**config.mk**
```make
export PLATFORM = sky130hd
export DESIGN_NAME = spi_mem_slave_ctrl
export DESIGN_NICKNAME = d
export VERILOG_FILES = /design/src/rtl/spi_mem_slave_ctrl.sv
export SDC_FILE = /design/constraint.sdc
export NUM_CORES = 1
export LEC_CHECK = 0
export ABC_CLOCK_PERIOD_IN_PS = 1900
export CAP_MARGIN = 20
export CORE_MARGIN = 10
export CORE_UTILIZATION = 48
export DETAILED_ROUTE_END_ITERATION = 10
export GPL_TIMING_DRIVEN = 0
export PLACE_DENSITY_LB_ADDON = 0.05
export SLEW_MARGIN = 25
export SYNTH_ARGS = -nofsm -noshare
export SYNTH_HDL_FRONTEND = slang
export SYNTH_SLANG_ARGS = --single-unit
```
**constraint.sdc**
```tcl
create_clock -name clk -period 1.9 [get_ports clk]
set_clock_uncertainty 0.05 [all_clocks]
set_input_delay 0.475 -clock clk [delete_from_list [all_inputs] [get_ports clk]]
set_output_delay 0.475 -clock clk [all_outputs]
set_load 0.05 [all_outputs]
```
**src/rtl/spi_mem_slave_ctrl.sv**
```systemverilog
// spi_mem_slave_ctrl
// SPI slave transaction controller between the SCLK/CS/MOSI conditioners and
// a data memory. Decodes an ADDR_W-bit address plus a R/W bit (MSB first),
// then either commits DATA_W-bit words to memory or shifts memory words out
// on MISO. With BURST_EN=1 the address auto-increments (and wraps) while CS
// stays low; a CS release aborts cleanly and discards partial words.
//
// Ports:
//   clk        internal clock, all logic on posedge
//   reset      asynchronous active-high reset
//   sclk_rise  one-clk pulse per conditioned SCLK rising edge
//   sclk_fall  one-clk pulse per conditioned SCLK falling edge
//   cs_n       conditioned chip select, active-low
//   mosi       conditioned MOSI, sampled on sclk_rise
//   dm_dout    memory read data (combinational from dm_addr)
//   dm_addr    memory address
//   dm_din     memory write data
//   dm_we      memory write enable, one clk per word
//   miso       serial read data
//   miso_bufe  MISO tri-state enable, high only while serving a read
//   busy       high whenever the controller is not idle
module spi_mem_slave_ctrl #(
  parameter int ADDR_W   = 7,
  parameter int DATA_W   = 8,
  parameter int BURST_EN = 1
) (
  input  logic              clk,
  input  logic              reset,
  input  logic              sclk_rise,
  input  logic              sclk_fall,
  input  logic              cs_n,
  input  logic              mosi,
  input  logic [DATA_W-1:0] dm_dout,
  output logic [ADDR_W-1:0] dm_addr,
  output logic [DATA_W-1:0] dm_din,
  output logic              dm_we,
  output logic              miso,
  output logic              miso_bufe,
  output logic              busy
);

  localparam int SW = (ADDR_W + 1 > DATA_W) ? ADDR_W + 1 : DATA_W;
  localparam int CW = $clog2(SW + 1);

  localparam logic [CW-1:0] CNT_ADDR  = CW'(ADDR_W);
  localparam logic [CW-1:0] CNT_DLAST = CW'(DATA_W - 1);

  typedef enum logic [2:0] {
    IDLE,
    CMD,
    WDATA,
    WCOMMIT,
    RLOAD,
    RDATA,
    HOLD
  } state_t;

  state_t          state, state_nx;
  logic [CW-1:0]   cnt;
  logic [SW-1:0]   sr;
  logic            cmd_done;
  logic            word_done;

  // Final command rise carries the R/W bit; final data rise closes a word.
  assign cmd_done  = sclk_rise && (cnt == CNT_ADDR);
  assign word_done = sclk_rise && (cnt == CNT_DLAST);

  // State register
  always_ff @(posedge clk or posedge reset) begin
    if (reset) begin
      state <= IDLE;
    end else begin
      state <= state_nx;
    end
  end

  // Next-state logic; a CS release outranks every other transition
  always_comb begin
    state_nx = state;
    if (state == IDLE) begin
      if (!cs_n) state_nx = CMD;
    end else if (cs_n) begin
      state_nx = IDLE;
    end else begin
      case (state)
        CMD:     if (cmd_done) state_nx = mosi ? RLOAD : WDATA;
        WDATA:   if (word_done) state_nx = WCOMMIT;
        WCOMMIT: state_nx = (BURST_EN != 0) ? WDATA : HOLD;
        RLOAD:   state_nx = RDATA;
        RDATA:   if (word_done) state_nx = (BURST_EN != 0) ? RLOAD : HOLD;
        default: state_nx = state;
      endcase
    end
  end

  // Datapath: bit counter, shift register, address and write-data registers
  always_ff @(posedge clk or posedge reset) begin
    if (reset) begin
      cnt     <= '0;
      sr      <= '0;
      dm_addr <= '0;
      dm_din  <= '0;
    end else if (state == IDLE || cs_n) begin
      cnt <= '0;
      sr  <= '0;
    end else begin
      case (state)
        CMD: begin
          if (sclk_rise) begin
            if (cnt == CNT_ADDR) begin
              // sr still holds the ADDR_W address bits; mosi is the R/W bit
              dm_addr <= sr[ADDR_W-1:0];
              cnt     <= '0;
              sr      <= '0;
            end else begin
              sr  <= {sr[SW-2:0], mosi};
              cnt <= cnt + CW'(1);
            end
          end
        end
        WDATA: begin
          if (sclk_rise) begin
            if (cnt == CNT_DLAST) begin
              dm_din <= {sr[DATA_W-2:0], mosi};
              cnt    <= '0;
              sr     <= '0;
            end else begin
              sr  <= {sr[SW-2:0], mosi};
              cnt <= cnt + CW'(1);
            end
          end
        end
        WCOMMIT: begin
          dm_addr <= dm_addr + ADDR_W'(1);
          cnt     <= '0;
        end
        RLOAD: begin
          sr  <= SW'(dm_dout);
          cnt <= '0;
        end
        RDATA: begin
          if (sclk_rise) begin
            if (cnt == CNT_DLAST) begin
              dm_addr <= dm_addr + ADDR_W'(1);
              cnt     <= '0;
            end else begin
              cnt <= cnt + CW'(1);
            end
          end
          // The fall at count 0 is the trailing edge of the command bit (or
          // of the previous word's last bit) and must not shift.
          if (sclk_fall && cnt != '0) begin
            sr <= {sr[SW-2:0], 1'b0};
          end
        end
        default: ;
      endcase
    end
  end

  // Output logic
  always_comb begin
    dm_we     = 1'b0;
    miso_bufe = 1'b0;
    miso      = 1'b0;
    busy      = 1'b1;
    case (state)
      IDLE:    busy = 1'b0;
      WCOMMIT: dm_we = 1'b1;
      RLOAD:   miso_bufe = 1'b1;
      RDATA: begin
        miso_bufe = 1'b1;
        miso      = sr[DATA_W-1];
      end
      default: ;
    endcase
  end

endmodule

```
==> summary.txt <==
Run status
  – Status: complete, but fails checks
  – Failing checks: setup timing

Route
  – Drt pass-1 iters: 4
  – Via count: 1,822
  – Drt wl/cell: ~16 µm
  – DRT antenna net count: 0
  – DRC: 0
  – Number of vias per cell: roughly 5.7
  – DRT iter0 DRCs: roughly 110
  – Routed WL: about 5200 µm

Floorplanning
  – Die Area: 0.006972 mm²
  – Total core area: 0.003943 mm²
  – Std cell rows: 23
  – Total I/O pin count: 33
  – Initial core utilization: between 40% and 50%
  – Die H: 83.50 µm
  – Die width: 83.50 µm

GRT
  – Met1 usage: 17.22%
  – Initial antenna violation count: 0
  – First-pass GRT wire length: 8383 µm
  – Pin count of the biggest net entering global routing: 31
  – GR Overflow Total: 0
  – Routing usage on met3: approximately 4.3%
  – Tot GR Track Use: about 14%
  – Number of global-route vias before repair: 1,695
  – GRT met2 Usage: about a quarter
  – GRT busiest layer: met2

Power and ir drop
  – Sw frac: between 20 and 25%
  – Gate power share: 10.0%
  – Power Dens Cells: just under 500 mW/mm²
  – Pleak: 1.280 nW
  – IR drop worst, VDD: 0.3954 mV
  – Int Pwr: 0.9958 mW
  – Sequential fraction of design power: 49.1%
  – Sw power: 0.3295 mW
  – Power share of the clock group: 40.9%

Synth
  – Syn Nets: around 230
  – #FFs+latches synth: 30
  – Top post-synthesis cells by area: dfrtp_1 39%, mux2i_1 4.7%, o2bb2ai_1 4.1%
  – Avg Cell Area, Syn: 9.003 µm²
  – Yosys cell types: 52
  – Seq/Total Area, Yosys: approximately two fifths
  – Top_reg_cell synth: dfrtp_1
  – Largest family of logic cells by synthesized area: compound AO/OA/AOI/OAI gates
  – Adder-cell share of the synthesized area: under 10%
  – Post-Syn Instances: between 200 and 250
  – Post-Syn Area: approximately 0.0019 mm²
  – Post-synthesis simple-gate area fraction: 18.23%
  – Post-synthesis compound-gate area fraction: 24.43%
  – Asr flop ratio synth: 100.0%
  – Syn. warnings: 0
  – Post-synth EDFFs: 0
  – Area leader, netlist: dfrtp_1
  – Proportion of synthesized area in mux cells: 6.593%
  – Post-synth top area share: 38.78%
  – XOR/XNOR Fraction of Synth Area: 1.293%

STA
  – Final Slew Violations: 0
  – FMAX: 520.4 MHz
  – Final Hold Viols: 0
  – Sum Neg Setup Slack: -21.77 ps
  – Endpoints failing setup: 1
  – Post-route worst setup slack: -21.77 ps
  – Worst-Margin Slew: 644.6 ps
  – Fin crit period: 1922 ps
  – Fin crit share: 101.1%
  – Slew HR: 56.96%
  – Hold WS: 420.6 ps
  – RSZ-0062 raised after global routing: yes

Min path
  – Hold path start: dm_din[5]$_DFFE_PP0P_
  – Hold Crit Class: flop to flop
  – Worst hold path stage count: 2
  – Worst Hold End: dm_din[5]$_DFFE_PP0P_

Setup path
  – Buffers & Inverters on Critical Path: 2
  – Crit Path Class: flop to output pin
  – Crit-path cells: buf_6 > or3_4 > buf_8
  – Crit path max fanout: 4
  – Critical-path top delay cell: dfrtp_2
  – Worst Path Required: between 1000 and 1500 ps
  – CP endpoint kind: output pin
  – CP arrival: 1400 ps
  – Reg2reg setup slack: 70 ps
  – Critical path's top delay family: flip-flops
  – Reg2reg end: dm_din[0]$_DFFE_PP0P_
  – Worst Setup Start Kind: flop
  – Register-to-Register Path Depth: 5
  – Worst r2r src: state[2]$_DFFE_PP0P_
  – Critical Path Max Stage Delay: 410 ps

Cells and area
  – Inserted Diodes: 0
  – Nets: 288
  – Area grow syn2layout: 40.59%
  – Util after Layout: 69.03%
  – Share of cells above drive strength 1: about a quarter

Flow run
  – Max-cap violations: 0

Clocking
  – Skew-Pair Late Insertion Delay: 280 ps
  – CTS tree: built
  – CTS H-Tree Depth: 2
  – Clk root buf: clkbuf_8
  – TritonCTS buffer count: 5
  – Clock transition at path regs: 60 ps
  – CTS Sinks: 30
  – CTS Buffer Depth: 2

Placed design
  – IO buf count: 32
  – Routability cong.: about 0.80
  – Hpwl dp: 3525 µm
## cell type report
| cell class | count | area [µm²] |
|---|---|---|
| sequential | 30 | 753.2 |
| inverter | 18 | 73.82 |
| clock buffer | 7 | 86.33 |
| buffer | 15 | 140.1 |
| fill | 322 | 1221 |
| clock inverter | 1 | 5.005 |
| timing repair buffer | 47 | 426.7 |
| tap | 50 | 62.56 |
| multi-input combinational | 152 | 1174 |
## power groups by stage
stage	Sequential (mW)	Combinational, mW	Clock, mW
floorplan	0.660	0.0657	0
global placement	0.661	0.116	0
detailed placement	0.661	0.118	0
CTS	0.650	0.126	0.554
global route	0.651	0.144	0.579
finish	0.650	0.132	0.543
## placed cells by master, fill, tap and decap left out, types with 4 or more instances in the layout
cell type | synthesis | routed
buf_6 | 1 | 10
nor2_1 | 8 | 8
a2bb2oi_1 | 4 | 4
o2bb2ai_1 | 9 | 6
dlygate4sd2_1 | 0 | 16
buf_2 | 7 | 4
dfrtp_1 | 30 | 28
nand3_1 | 7 | 7
o21ai_0 | 13 | 11
nor3_1 | 9 | 8
inv_1 | 18 | 15
mux2i_1 | 9 | 9
nand2_1 | 19 | 19
o21ai_2 | 6 | 6
buf_8 | 0 | 4
clkbuf_8 | 0 | 6
buf_4 | 1 | 14
a21oi_1 | 11 | 11
clkdlybuf4s50_1 | 0 | 12
## registers in the layout, summed over array words and instances, names as in the netlist
name / cells
state: 3
dm_addr: 7
cnt: 4
sr: 8
dm_din: 8
## worst max path at each step
stage                               startpoint                 to  slack, ps  cells after the start
after floorplan           state[1]$_DFFE_PP0P_  sr[0]$_DFFE_PP0P_         20                      9
after global placement    state[0]$_DFFE_PP0P_              dm_we       -600                      4
after detailed placement  state[0]$_DFFE_PP0P_              dm_we       -600                      4
after CTS                 state[2]$_DFFE_PP0P_              dm_we         -6                      4
after global routing      state[2]$_DFFE_PP0P_               busy        -50                      3
final                     state[2]$_DFFE_PP0P_               busy        -20                      3
## synth_stat cells, types with 3 or more instances
library cell	count
a211oi_1	3
o2bb2ai_1	9
nand2b_1	5
a21oi_1	11
nor3_1	9
o21ai_0	13
nand2_1	19
clkbuf_1	4
a31oi_1	3
mux2i_1	9
o21ai_2	6
buf_2	7
a22o_1	3
nor2_1	8
nand3_1	7
ha_1	5
inv_1	18
a2bb2oi_1	4
dfrtp_1	30
## per-stage QoR
step / power [mW] / cell area (µm²) / setup slack, ps / std cells
detailed placement: 0.7787 / 2357 / -598.5 / 297
global route: 1.374 / 2721 / -47.83 / 320
floorplan: 0.7261 / 1974 / 20.26 / 215
CTS: 1.329 / 2580 / -5.614 / 313
finish: 1.325 / 2721 / -21.77 / 320
global placement: 0.7773 / 2357 / -600.7 / 297
## per-layer routing
| metal | wire length [µm] | share of wire, % |
|---|---|---|
| met4 | 114 | 2.2 |
| met5 | 0 | 0 |
| met1 | 2338 | 45 |
| met3 | 264 | 5.0 |
| met2 | 2513 | 48 |
## what timing repair did
| action | CTS | global route |
|---|---|---|
| setup buffers | 7 | 7 |
| resized for setup | 67 | 25 |
| setup endpoints to repair | 43 | 20 |
| pin swaps | 2 | 3 |
| gates cloned | 1 | 0 |
| hold buffers | 0 | 0 |
## cells by family after synthesis
logic type               count (synthesis)
buffers and inverters                   33
AND/OR/NAND/NOR                         66
adder cells (fa/ha/maj)                  5
multiplexers                            12
XOR/XNOR                                 2
flip-flops                              30
AO/OA/AOI/OAI                           67
## worst register-to-register path, cell delays in order, from the launching register on
cell and delay, ps:
dfrtp_2 410, buf_4 170, nand2b_4 150, or4_4 480
buf_6 150, mux2_4 290
Power figures use the tool's default switching activity.
